File: src/rtl/cdb_arbiter.sv
// rtl/cdb_arbiter.sv - two-source CDB arbiter with one result FIFO per requester
// Optional macro CDB_ARB_ROUND_ROBIN_EN: alternate grants when both queues hold results.
module cdb_arbiter #(
  parameter int RID_W  = 4,
  parameter int QDEPTH = 2
) (
  input  logic             clk_in,
  input  logic             rst_n_in,
  input  logic             rdy_in,
  input  logic             flush_in,
  input  logic             alu_valid_in,
  input  logic [RID_W-1:0] alu_rob_id_in,
  input  logic [31:0]      alu_result_in,
  input  logic             lsb_valid_in,
  input  logic [RID_W-1:0] lsb_rob_id_in,
  input  logic [31:0]      lsb_result_in,
  output logic             alu_ready_out,
  output logic             lsb_ready_out,
  output logic             cdb_valid_out,
  output logic [RID_W-1:0] cdb_rob_id_out,
  output logic [31:0]      cdb_result_out,
  output logic             cdb_src_out
);
  localparam int PW = $clog2(QDEPTH);
  localparam int CW = PW + 1;
  localparam int EW = RID_W + 32;
  localparam logic [CW-1:0] FULL = CW'(QDEPTH);

  logic [EW-1:0] alu_mem [QDEPTH];
  logic [EW-1:0] lsb_mem [QDEPTH];
  logic [PW-1:0] alu_head, alu_tail, lsb_head, lsb_tail;
  logic [CW-1:0] alu_cnt, lsb_cnt;
  logic          last_grant;
  logic          run, alu_push, lsb_push, alu_pop, lsb_pop;
  logic [EW-1:0] grant_entry;

  // Ready comes from registered counts only, so requesters see no valid->ready path.
  assign alu_ready_out = (alu_cnt < FULL);
  assign lsb_ready_out = (lsb_cnt < FULL);

  assign run      = rdy_in & ~flush_in;
  assign alu_push = run & alu_valid_in & alu_ready_out;
  assign lsb_push = run & lsb_valid_in & lsb_ready_out;

  always_comb begin
    alu_pop = 1'b0;
    lsb_pop = 1'b0;
    if (run) begin
      if ((alu_cnt != '0) && (lsb_cnt != '0)) begin
`ifdef CDB_ARB_ROUND_ROBIN_EN
        // last_grant holds the source of the previous grant; serve the other one.
        alu_pop = last_grant;
        lsb_pop = ~last_grant;
`else
        lsb_pop = 1'b1;
`endif
      end else begin
        alu_pop = (alu_cnt != '0);
        lsb_pop = (lsb_cnt != '0);
      end
    end
  end

  assign grant_entry = lsb_pop ? lsb_mem[lsb_head] : alu_mem[alu_head];

  always_ff @(posedge clk_in) begin
    if (alu_push) alu_mem[alu_tail] <= {alu_rob_id_in, alu_result_in};
    if (lsb_push) lsb_mem[lsb_tail] <= {lsb_rob_id_in, lsb_result_in};
  end

  always_ff @(posedge clk_in or negedge rst_n_in) begin
    if (!rst_n_in) begin
      alu_head       <= '0;
      alu_tail       <= '0;
      alu_cnt        <= '0;
      lsb_head       <= '0;
      lsb_tail       <= '0;
      lsb_cnt        <= '0;
      last_grant     <= 1'b1;
      cdb_valid_out  <= 1'b0;
      cdb_rob_id_out <= '0;
      cdb_result_out <= '0;
      cdb_src_out    <= 1'b0;
    end else if (flush_in) begin
      alu_head      <= '0;
      alu_tail      <= '0;
      alu_cnt       <= '0;
      lsb_head      <= '0;
      lsb_tail      <= '0;
      lsb_cnt       <= '0;
      last_grant    <= 1'b1;
      cdb_valid_out <= 1'b0;
    end else if (rdy_in) begin
      if (alu_push) alu_tail <= alu_tail + PW'(1);
      if (lsb_push) lsb_tail <= lsb_tail + PW'(1);
      if (alu_pop)  alu_head <= alu_head + PW'(1);
      if (lsb_pop)  lsb_head <= lsb_head + PW'(1);
      alu_cnt    <= alu_cnt + CW'(alu_push) - CW'(alu_pop);
      lsb_cnt    <= lsb_cnt + CW'(lsb_push) - CW'(lsb_pop);
      last_grant <= (alu_pop | lsb_pop) ? lsb_pop : last_grant;
      if (alu_pop | lsb_pop) begin
        cdb_valid_out  <= 1'b1;
        cdb_rob_id_out <= grant_entry[EW-1:32];
        cdb_result_out <= grant_entry[31:0];
        cdb_src_out    <= lsb_pop;
      end else begin
        cdb_valid_out <= 1'b0;
      end
    end
  end
endmodule
File: config.mk
export PLATFORM = sky130hd
export DESIGN_NAME = cdb_arbiter
export DESIGN_NICKNAME = d
export VERILOG_FILES = /design/src/rtl/cdb_arbiter.sv
export SDC_FILE = /design/constraint.sdc
export NUM_CORES = 1
export LEC_CHECK = 0
export CAP_MARGIN = 15
export CORE_MARGIN = 8
export CORE_UTILIZATION = 40
export DETAILED_ROUTE_END_ITERATION = 10
export GPL_ROUTABILITY_DRIVEN = 0
export PLACE_DENSITY = 0.68
export RECOVER_POWER = 50
export SYNTH_ARGS = -nofsm -noshare
export SYNTH_HDL_FRONTEND = slang
export SYNTH_SLANG_ARGS = --single-unit
File: constraint.sdc
create_clock -name clk_in -period 5.1 [get_ports clk_in]
set_input_delay 1.275 -clock clk_in [delete_from_list [all_inputs] [get_ports clk_in]]
set_output_delay 1.275 -clock clk_in [all_outputs]
set_load 0.02 [all_outputs]
==> impl_metrics.tcl <==
set metrics [dict create \
    r2r-end "alu_cnt[1]" \
    critPathMaxFanout 36 \
    die_area_mm2 0.02305 \
    maxCapViolations 1 \
    diodes 0 \
    cts_hold_buf 0 \
    drc 0 \
    skew_ns 0.009955 \
    grt_max_degree 47 \
    min_to "cdb_rob_id_out[3]" \
    yosysTopAreaCell "edfxtp_1" \
    p_leak_nw 3.069 \
    cts_root_buffer "clkbuf_16" \
    grt.total_usage_pct 14.08 \
    fin_crit_ns 3.600 \
    rows 49 \
    cts_resized 0 \
    grt_pass1_vias 4454 \
    worst-r2r-cell-count 8 \
    report.final.slew_viol_count 41 \
    min_period_over_period_pct 70.60 \
    syn_area_per_cell_um2 17.78 \
    drive_gt1_share_pct 13.63 \
    htreeDepth 4 \
    portBuffers 117 \
    holdWs_ns 0.5066 \
    worstSetupStartpointType "input port" \
    hold_depth 1 \
    cts_sinks 190 \
    power_density_mw_per_mm2 447.2 \
    failed_checks "max-capacitance violations, max-slew violations" \
    required_ns 5.44 \
    min_path_type "flop to flop" \
    ys_ff_latch 190 \
    drt-total-wl_um 15970 \
    irDropWorstVdd_mv 0.2541 \
    cts_buffers 17 \
    crit_type "input port to flop" \
    syn_to_final_growth_pct 26.81 \
    chipWidth_um 151.8 \
    rsz0062_at_grt "no" \
    final.setup.tns_ns 0 \
    hold_start "cdb_rob_id_out[3]" \
    final_cells 772 \
    final_hold_viol_count 0 \
    via_per_inst 5.162 \
    synth_edf_count 144 \
    reg2reg_slack_ns 2.22 \
    worst_slack_ns 1.500 \
    synth_commonest_cells "144 x edfxtp_1, 63 x mux2i_1, 46 x dfrtp_1, 25 x o22a_1, 18 x a22oi_2" \
    cts_tree "built" \
    placed_area_mm2 0.008707 \
    synth.distinct_cells 34 \
    synthFlopType "edfxtp_1" \
    initial_core_util_pct 40.94 \
    dpl_worst_slack_ns 1.163 \
    core_mm2 0.01802 \
    syn_inst 415 \
    ys_seq_area_share_pct 74.19 \
    yosysMostFrequentCell "edfxtp_1" \
    dieHeight_um 151.8 \
    setup_viol 0 \
    max_slew_margin_pct -50.47 \
    antenna_left 0 \
    clock.fmax_ghz 0.2777 \
    synth.area.top_cells "edfxtp_1 59%, dfrtp_1 16%, mux2i_1 8.5%" \
    drtIter0Drc 262 \
    clkSlewWorstSetupHoldPaths_ns 0.06 \
    nets 610 \
    fillers 1490 \
    status "finished with violations" \
    syn_nets 495 \
    firstDrtPassIters 6 \
    cp.arrival_ns 3.94 \
    clock_latency_ns 0.43 \
    dp_hpwl_um 10520 \
    ios 118 \
    wire_per_inst_um 20.69 \
    worst_pin_slew_ns 2.257 \
    r2r_start "lsb_cnt[0]" \
    grt.overflow.total 0 \
    vias 3985 \
    synth_top_area_share_pct 58.60 \
    antenna_found_initial 2 \
    finish.instance_area_mm2 0.009358 \
    dp_cells 739 \
    netlist_area_mm2 0.007380 \
    grt_pass1_wl_um 24900 \
    async_reset_ff_share_pct 24.21 \
    endpoint_kind "flop" \
    yosys_warnings 0 \
    post-cts-setup-buffers 0 \
    clockBufferDepth 2 \
]
==> per-stage QoR <==
step,power (mW),utilization (%)
final,4.185,51.92
after global routing,4.337,51.92
after CTS,4.265,51.93
after detailed placement,2.822,48.31
after global placement,2.798,48.31
after floorplan,2.362,-
==> placed cells by master, fill, tap and decap left out, types with 11 or more instances in the layout <==
| master | instances |
|---|---|
| mux2i_1 | 63 |
| dlygate4sd3_1 | 89 |
| a22oi_2 | 18 |
| edfxtp_1 | 144 |
| clkdlybuf4s50_1 | 27 |
| o22ai_1 | 11 |
| o22a_1 | 25 |
| nor2_1 | 11 |
| clkbuf_16 | 17 |
| a31oi_1 | 11 |
| mux2_2 | 12 |
| dfrtp_1 | 44 |
==> layer usage <==
metal  vias to the layer above  routed length [um]  GRT usage [%]
met5                         -                  30              0
li1                       1857                   -              -
met2                        95                8340          24.30
met4                         4                 248          5.281
met1                      2008                6553          16.00
met3                        21                 802          4.488
==> state kept, by name (all words and copies together) (netlist names) <==
register        flops
alu_cnt             2
lsb_mem            72
cdb_src_out         1
cdb_rob_id_out      4
cdb_result_out     32
lsb_head            1
lsb_cnt             2
cdb_valid_out       1
alu_mem            72
alu_tail            1
alu_head            1
lsb_tail            1
==> cell families after synthesis <==
family,after synthesis,share of synthesized area [%]
xor gates and xnor gates,8,0.9494
DFF,190,74.19
buffers and inverters,28,2.526
and+or+nand+nor,33,2.425
adders and majority gates,2,0.3390
AOI/OAI and AO/OA,79,9.190
muxes,75,10.38
==> layout make-up <==
type / instances / area (um2) / share of cell area [%]
flip-flops and latches: 190 / 5478 / 58.54
multi-input cells: 197 / 1738 / 18.57
repair buffers: 121 / 1191 / 12.73
clock buffers: 19 / 442.9 / 4.733
well taps: 229 / 286.5 / 3.062
clock inverters: 13 / 210.2 / 2.246
inverters: 3 / 11.26 / 0.1203
==> report_power, final <==
group	total (mW)	switching, mW	internal [mW]
sequential	1.96	0.127	1.84
clock	1.44	0.555	0.887
combinational	0.779	0.381	0.398
total	4.18	1.06	3.12
==> worst max-delay path by stage <==
stage / depth (start not counted) / slack (ns) / to / startpoint
detailed placement: 5 / 1.16 / cdb_result_out[25] / rdy_in
floorplan: 4 / 1.37 / alu_mem[0][0] / flush_in
global route: 2 / 1.23 / lsb_head / rst_n_in
global placement: 5 / 1.32 / cdb_result_out[14] / rdy_in
CTS: 5 / 1.60 / cdb_result_out[25] / rdy_in
finish: 5 / 1.50 / cdb_result_out[24] / rdy_in
==> critical path, cell delays in order <==
cell	delay, ns
dlygate4sd3_1	0.87
nand2b_2	0.51
nor2_4	0.89
o22ai_1	0.16
a31oi_1	0.19
Note: power is estimated with default switching activity, not from simulation.
